## src/rtl/regfl_rd.sv

```systemverilog
// regfl_rd: read-out engine for the register file's flat N x W block.
// On start it snapshots the whole block and streams it one word per
// valid/ready handshake, then pulses done for one cycle.
// Build option: define REGFL_RD_DESC_EN to stream indices N-1 down to 0
// instead of 0 up to N-1. Ports and timing are the same in both builds.
module regfl_rd #(
    parameter int W  = 64,
    parameter int N  = 8,
    parameter int AW = 3
) (
    input  logic           clk,
    input  logic           rst_b,
    input  logic           clr,
    input  logic           start,
    input  logic [N*W-1:0] blk,
    output logic           busy,
    output logic           o_valid,
    input  logic           o_ready,
    output logic [W-1:0]   o_data,
    output logic [AW-1:0]  o_idx,
    output logic           done
);

    typedef enum logic [1:0] {
        IDLE = 2'd0,
        SEND = 2'd1,
        DONE = 2'd2
    } state_t;

`ifdef REGFL_RD_DESC_EN
    localparam logic [AW-1:0] CNT_FIRST = AW'(N - 1);
    localparam logic [AW-1:0] CNT_LAST  = '0;
`else
    localparam logic [AW-1:0] CNT_FIRST = '0;
    localparam logic [AW-1:0] CNT_LAST  = AW'(N - 1);
`endif

    state_t         state_q, state_d;
    logic [AW-1:0]  cnt_q, cnt_d;
    logic [N*W-1:0] snap_q, snap_d;
    logic [W-1:0]   words [N];
    logic           hs;
    logic           accept;

    // A start only counts in IDLE and loses against a simultaneous clr.
    assign accept = (state_q == IDLE) && start && !clr;
    assign hs     = (state_q == SEND) && o_ready;

    // State register.
    always_ff @(posedge clk or negedge rst_b) begin
        if (!rst_b) begin
            state_q <= IDLE;
        end else begin
            state_q <= state_d;
        end
    end

    // Next-state logic; clr overrides every transition.
    always_comb begin
        state_d = state_q;
        case (state_q)
            IDLE:    if (accept) state_d = SEND;
            SEND:    if (hs && (cnt_q == CNT_LAST)) state_d = DONE;
            DONE:    state_d = IDLE;
            default: state_d = IDLE;
        endcase
        if (clr) begin
            state_d = IDLE;
        end
    end

    // Snapshot capture and word counter advance.
    always_comb begin
        snap_d = snap_q;
        cnt_d  = cnt_q;
        if (accept) begin
            snap_d = blk;
            cnt_d  = CNT_FIRST;
        end else if (hs && (cnt_q != CNT_LAST)) begin
`ifdef REGFL_RD_DESC_EN
            cnt_d = cnt_q - 1'b1;
`else
            cnt_d = cnt_q + 1'b1;
`endif
        end
    end

    // Snapshot and counter registers; the snapshot survives clr.
    always_ff @(posedge clk or negedge rst_b) begin
        if (!rst_b) begin
            snap_q <= '0;
            cnt_q  <= '0;
        end else begin
            snap_q <= snap_d;
            cnt_q  <= cnt_d;
        end
    end

    // Unpack the snapshot: index 0 lives in the most significant word.
    always_comb begin
        for (int k = 0; k < N; k++) begin
            words[k] = snap_q[(N-1-k)*W +: W];
        end
    end

    // Outputs decoded from the state; data and index are zero outside SEND.
    always_comb begin
        busy    = 1'b0;
        o_valid = 1'b0;
        o_data  = '0;
        o_idx   = '0;
        done    = 1'b0;
        case (state_q)
            SEND: begin
                busy    = 1'b1;
                o_valid = 1'b1;
                o_idx   = cnt_q;
                o_data  = words[cnt_q];
            end
            DONE: begin
                busy = 1'b1;
                done = 1'b1;
            end
            default: ;
        endcase
    end

endmodule

```

## config.mk

```make
export PLATFORM = sky130hd
export DESIGN_NAME = regfl_rd
export DESIGN_NICKNAME = d
export VERILOG_FILES = /design/src/rtl/regfl_rd.sv
export SDC_FILE = /design/constraint.sdc
export NUM_CORES = 1
export LEC_CHECK = 0
export BUFFER_PORTS_ARGS = -buffer_cell sky130_fd_sc_hd__buf_2
export CAP_MARGIN = 10
export CORE_AREA = 2 2 231 233
export DETAILED_ROUTE_END_ITERATION = 8
export DIE_AREA = 0 0 233 235
export GPL_ROUTABILITY_DRIVEN = 0
export PLACE_DENSITY = 0.83
export SLEW_MARGIN = 15
export SYNTH_ARGS = -nofsm -noshare
export SYNTH_HDL_FRONTEND = slang
export SYNTH_SLANG_ARGS = --single-unit
```

## constraint.sdc

```tcl
create_clock -name clk -period 1.9 [get_ports clk]
set_input_delay 0.095 -clock clk [delete_from_list [all_inputs] [get_ports clk]]
set_output_delay 0.095 -clock clk [all_outputs]
set_load 0.01 [all_outputs]
```

* Yosys cells after proc, flatten, opt, wreduce, memory -nomap -nowiden
Index checks and enable logic that the tools add are counted.
** Operators by class
- Add/sub/neg operators :: 1
- Multiply operators :: 0
- Div/mod/pow operators :: 0
- Order comparisons :: 1
- Equal/unequal tests :: 6
- Shift-type cells :: 0
- Multiplexer cells :: 14
- Bitwise logic cells :: 1
- Reduce and logical (&&, ||, !) cells :: 10
** Operators with widths (count)
- $bmux W64 S3 :: 1
- $mux W64 :: 3
- $mux W3 :: 3
- $mux W2 :: 3
- $ne A3 B3 Y1 const B :: 2
- $logic_and A1 B1 Y1 :: 5
- $ge A4 B4 Y1 const B :: 1
- $not A3 Y4 :: 1
- $pmux W2 S2 :: 1
- $add A3 B1 Y3 const B :: 1
- $eq A3 B3 Y1 const B :: 1
- $mux W1 :: 3
- $ne A3 B2 Y1 const B :: 1
- $eq A2 B1 Y1 const B :: 1
- $eq A2 B2 Y1 const B :: 1
- $logic_not A2 Y1 :: 1
- $reduce_and A2 Y1 :: 1
- $reduce_bool A2 Y1 :: 1
- $reduce_or A2 Y1 :: 1
- $logic_not A1 Y1 :: 1
** Word-level totals
- Bits in registers :: 517
- Bits in latches :: 0
- Bits in writable memories :: 0
- Bits in read-only memories :: 0
- Input bits :: 517
- Output and inout port bits :: 70
- Logic and storage cells :: 36
- Memories kept :: 0

* Depth between registers and ports, before layout
- Depth in word-level cells :: 6
- Depth in mapped cells :: 8
- Mapped depth without buffers :: 5

* Least setup slack after synthesis
OpenSTA, ideal clock, no wires.
- Path kind :: register to register
- Start point :: register state_q[0]
- End point :: register snap_q[475]
- Library setup time :: 0.125 ns
- Data arrival time :: 1.688 ns
- Data required time :: 1.775 ns
- Path slack :: 0.087 ns
- Cell stages (with the launch flop) :: 9
- Cells stage by stage :: dfrtp_1 -> inv_1 -> ha_1 -> nand2_1 -> nor2_1 -> buf_2 -> buf_2 -> buf_2 -> mux2_2
** On the way
- Cells in the longest elaborated chain, start to end :: 3
** RTL lines
- from (decl) :: RTL line 38 : state_t state_q, state_d;
- from (signal assigned) :: RTL line 54 : state_q <= state_d;
- $logic_not A2 Y1 :: RTL line 46 : assign accept = (state_q == IDLE) && start && !clr;
- $logic_and A1 B1 Y1 (2 in series) :: RTL line 46
- to (signal assigned) :: RTL line 94 : snap_q <= snap_d;
- to (decl) :: RTL line 40 : logic [N*W-1:0] snap_q, snap_d;
No other way between the ends.
A chain may end at the register's enable or synchronous reset.

* Final worst setup path
- Start point :: register cnt_q[1]
- End point :: output o_data[20]
** On the way
- Cells in the longest elaborated chain, start to end :: 5
** RTL lines
- from (decl) :: RTL line 39 : logic [AW-1:0] cnt_q, cnt_d;
- from (signal assigned) :: RTL line 95 : cnt_q <= cnt_d;
- $not A3 Y4 (implied by the code) :: RTL line 118 : o_data = words[cnt_q];
- $bmux W64 S3 :: RTL line 118
- $mux W64 (implied by the code) (2 in series) :: RTL line 118
- $mux W64 :: RTL line 113 : case (state_q)
- to (decl) :: RTL line 19 : output logic [W-1:0] o_data,
No other way between the ends. The select of a mux whose other input is x is not followed.

==> run metrics <==
Cell Pwr Density=1124 nW/um^2; CP max stage delay=0.55 ns; post-synth top area share=55.31%; Post-Place Worst Slack=-0.1051 ns; internal power=roughly 28,000 uW; VDD IR max=943.9 uV; Net Sw Power=13,900 uW; r2r worst-path depth=11; CTS Root Cell=clkbuf_16; antenna violations before repair=31; Core Box Area=approximately 52,000 sq um; die footprint=around 55,000 sq um; Post-synth ARST share=100.0%; Final Max Slew Viols=0; grt ovf=0; sequential power share=38.1%; Max stage delay cell, worst path=a211oi_2; HP Class=in -> async; Clock power frac=26.3%; Post-synth top flop=dfrtp_1; CTS buffer count=54; fin crit period=2.686 ns; io pins=587; Critical Path Sink Type=output pin; nets=3,307; gr usage total=between 30% and 40%; Leakage=0.01617 uW; final setup TNS=-76.99 ns; share of cells above drive strength 1=56.90%; worst path arrival time=2.59 ns; Comb pwr share=35.6%; maximum fanout along the worst path=25; Synthesized Nets=2,087; Setup violations, final=539; Max Fclk=roughly 370 MHz; cell taking the most area after synthesis=dfrtp_1; DRT Wirelength=roughly 100,000 um; vias per cell=6.016; CTS tree=yes; Rows=84; Layout Skew=approximately 0.027 ns; Avg Cell Area, Syn=14.96 sq um; global-route wire length before repair=143,500 um; die height=235 um; DR vias=approximately 21,000; # H-tree levels=2; DIE WIDTH=between 200 and 250 um; CTS Buffer Depth=3; GRT met2 Usage=58.06%; # port buffers=around 600; setup ws final=-0.7861 ns; clock slew seen by the registers of the worst setup and hold paths=0.07 ns; Tcrit/Tclk final=141.4%; Netlist cell types=28; drt wl/cell=29.58 um; failing checks=negative setup slack; Top Usage Layer GRT=met2; switching share of total power=33.26%; met3 Usage GRT=11.27%; dpl hpwl=49,400 um; DRC Markers=0; M1 GR Usage=36.91%; 1st-pass router iterations=7; Yosys warning count=0; CP cell instances=buf_16 -> nand2b_4 -> buf_12 -> a211oi_2 -> nor3_1 -> buf_2; main area contributors after synthesis=dfrtp_1 (55%), mux2_2 (28%), mux4_2 (6.2%); most common library cells after synthesis=mux2_2 (576), dfrtp_1 (517); largest net degree at the start of global routing=83; Max-Cap Viols=0; ANT nets after route=0; Sink Count=~520; final hold vios=0; slew margin rel.=58.32%; starting density of the core=44.78%; P&R area growth vs syn=58.96%; vias in the first global route=approximately 24,000; Worst Tran Pin Value=0.6251 ns; post-synthesis sequential area ratio=55.31%; Cells after Synth=1,564; Setup crit start kind=flop; status=finished, violations left; CP required=between 1.5 and 2 ns; initial drt markers=1,839; Synth Cell Area=about 23,000 sq um; Crit Path Category=reg -> out; RSZ-0062 raised after global routing=yes; Worst-Skew Late Latency=0.61 ns; EDFF count, synth=0; FF+latch count, synth=517; count leader, synth=mux2_2
==> layout make-up <==
class | instances | area, sq um
antenna | 23 | 57.56
sequential | 517 | 12950
inverter | 3 | 11.26
clock buffer | 86 | 1645
fill | 2861 | 15050
tap | 688 | 860.8
timing repair buffer | 1285 | 10870
clock inverter | 12 | 130.1
multi-input combinational | 923 | 10670
==> state kept, by name, summed over array words and instances, names as in the netlist <==
name,flops
cnt_q,3
snap_q,512
state_q,2
==> worst paths after layout <==
check                                        start                       to  slack (ns)
max                           cnt_q[1]$_DFFE_PN0P_               o_data[20]       -0.79
min                                          rst_b  snap_q[164]$_DFFE_PN0P_        0.05
max reg2reg                 state_q[1]$_DFFE_PN0P_   snap_q[53]$_DFFE_PN0P_       -0.20
min reg2reg                snap_q[410]$_DFFE_PN0P_  snap_q[410]$_DFFE_PN0P_        0.51
max in group asynchronous                    rst_b  snap_q[346]$_DFFE_PN0P_        0.89
min in group clk                          blk[209]  snap_q[209]$_DFFE_PN0P_        0.27
==> metrics by stage <==
stage,util [%],instances,total power [uW],cell area (sq um),hold WS [ns]
floorplan,-,1564,21580,23390,-0.2006
global placement,53.37,2841,25200,27880,0.06753
detailed placement,53.37,2841,25740,27880,0.04633
CTS,68.86,3489,38490,35970,0.03127
global route,71.17,3532,42800,37170,0.08176
finish,71.19,3537,41790,37190,0.04738
==> worst max-delay path, delay by kind of cell (launching register included) <==
family          cells  cell delay, ns
buf+inv             3            0.54
compound gates      1            0.55
simple gates        2            0.31
flops               1            0.53
==> routing by layer <==
metal,up-vias,routed length (um)
li1,8284,-
met3,685,9935
met5,-,171
met2,1833,50950
met4,20,9215
met1,10460,34350
==> power by group through the flow <==
stage | registers, uW | logic [uW] | clock network (uW)
after CTS | 15200 | 12500 | 10700
final | 15900 | 14900 | 11000
after floorplan | 14700 | 6910 | 0
after global placement | 15100 | 10100 | 0
after detailed placement | 15300 | 10400 | 0
after global routing | 16000 | 15400 | 11400
==> timing repair <==
action / 4_1_cts / 5_1_grt
buffers inserted: 20 / 16
endpoints found under the hold margin: 937 / 0
hold buffers: 516 / 0
gates resized for setup: 114 / 142
pin swaps: 8 / 10
cloned: 14 / 12
endpoints found under the setup margin: 245 / 552
==> cells in the final DEF, fill, tap and decap left out, drive strengths merged <==
cell type    synthesis  final
buf                100    755
mux2               576    576
dfrtp              517    517
dlygate4sd3          0    516
clkbuf              21     98
nor2b               64     64
mux4                64     64
nor3                64     64
o22ai               64     64
a211oi              64     64
diode                0     23
ha                   6      6
clkinv               0      5
clkinvlp             0      4
inv                  3      4
nor2                 4      4
and2                 3      3
nand2                2      2
nand3                2      2
mux2i                2      2
bufinv               0      2
bufbuf               0      2
nand2b               2      2
a21bo                1      1
a21o                 1      1
a21oi                1      1
nand3b               1      1
xor2                 1      1
a221oi               1      1
==> cell families (layout without fill, tap and decap cells) <==
logic type / count (synthesis) / in the layout / share of synthesized area (%)
simple gates: 142 / 142 / 3.396
fa+ha+maj: 6 / 6 / 0.3209
mux: 642 / 642 / 33.98
flops: 517 / 517 / 55.31
buf+inv: 124 / 1386 / 3.065
compound gates: 132 / 132 / 3.899
xor+xnor: 1 / 1 / 0.03745
other cells: 0 / 23 / 0
Note: power is estimated with default switching activity, not from simulation.
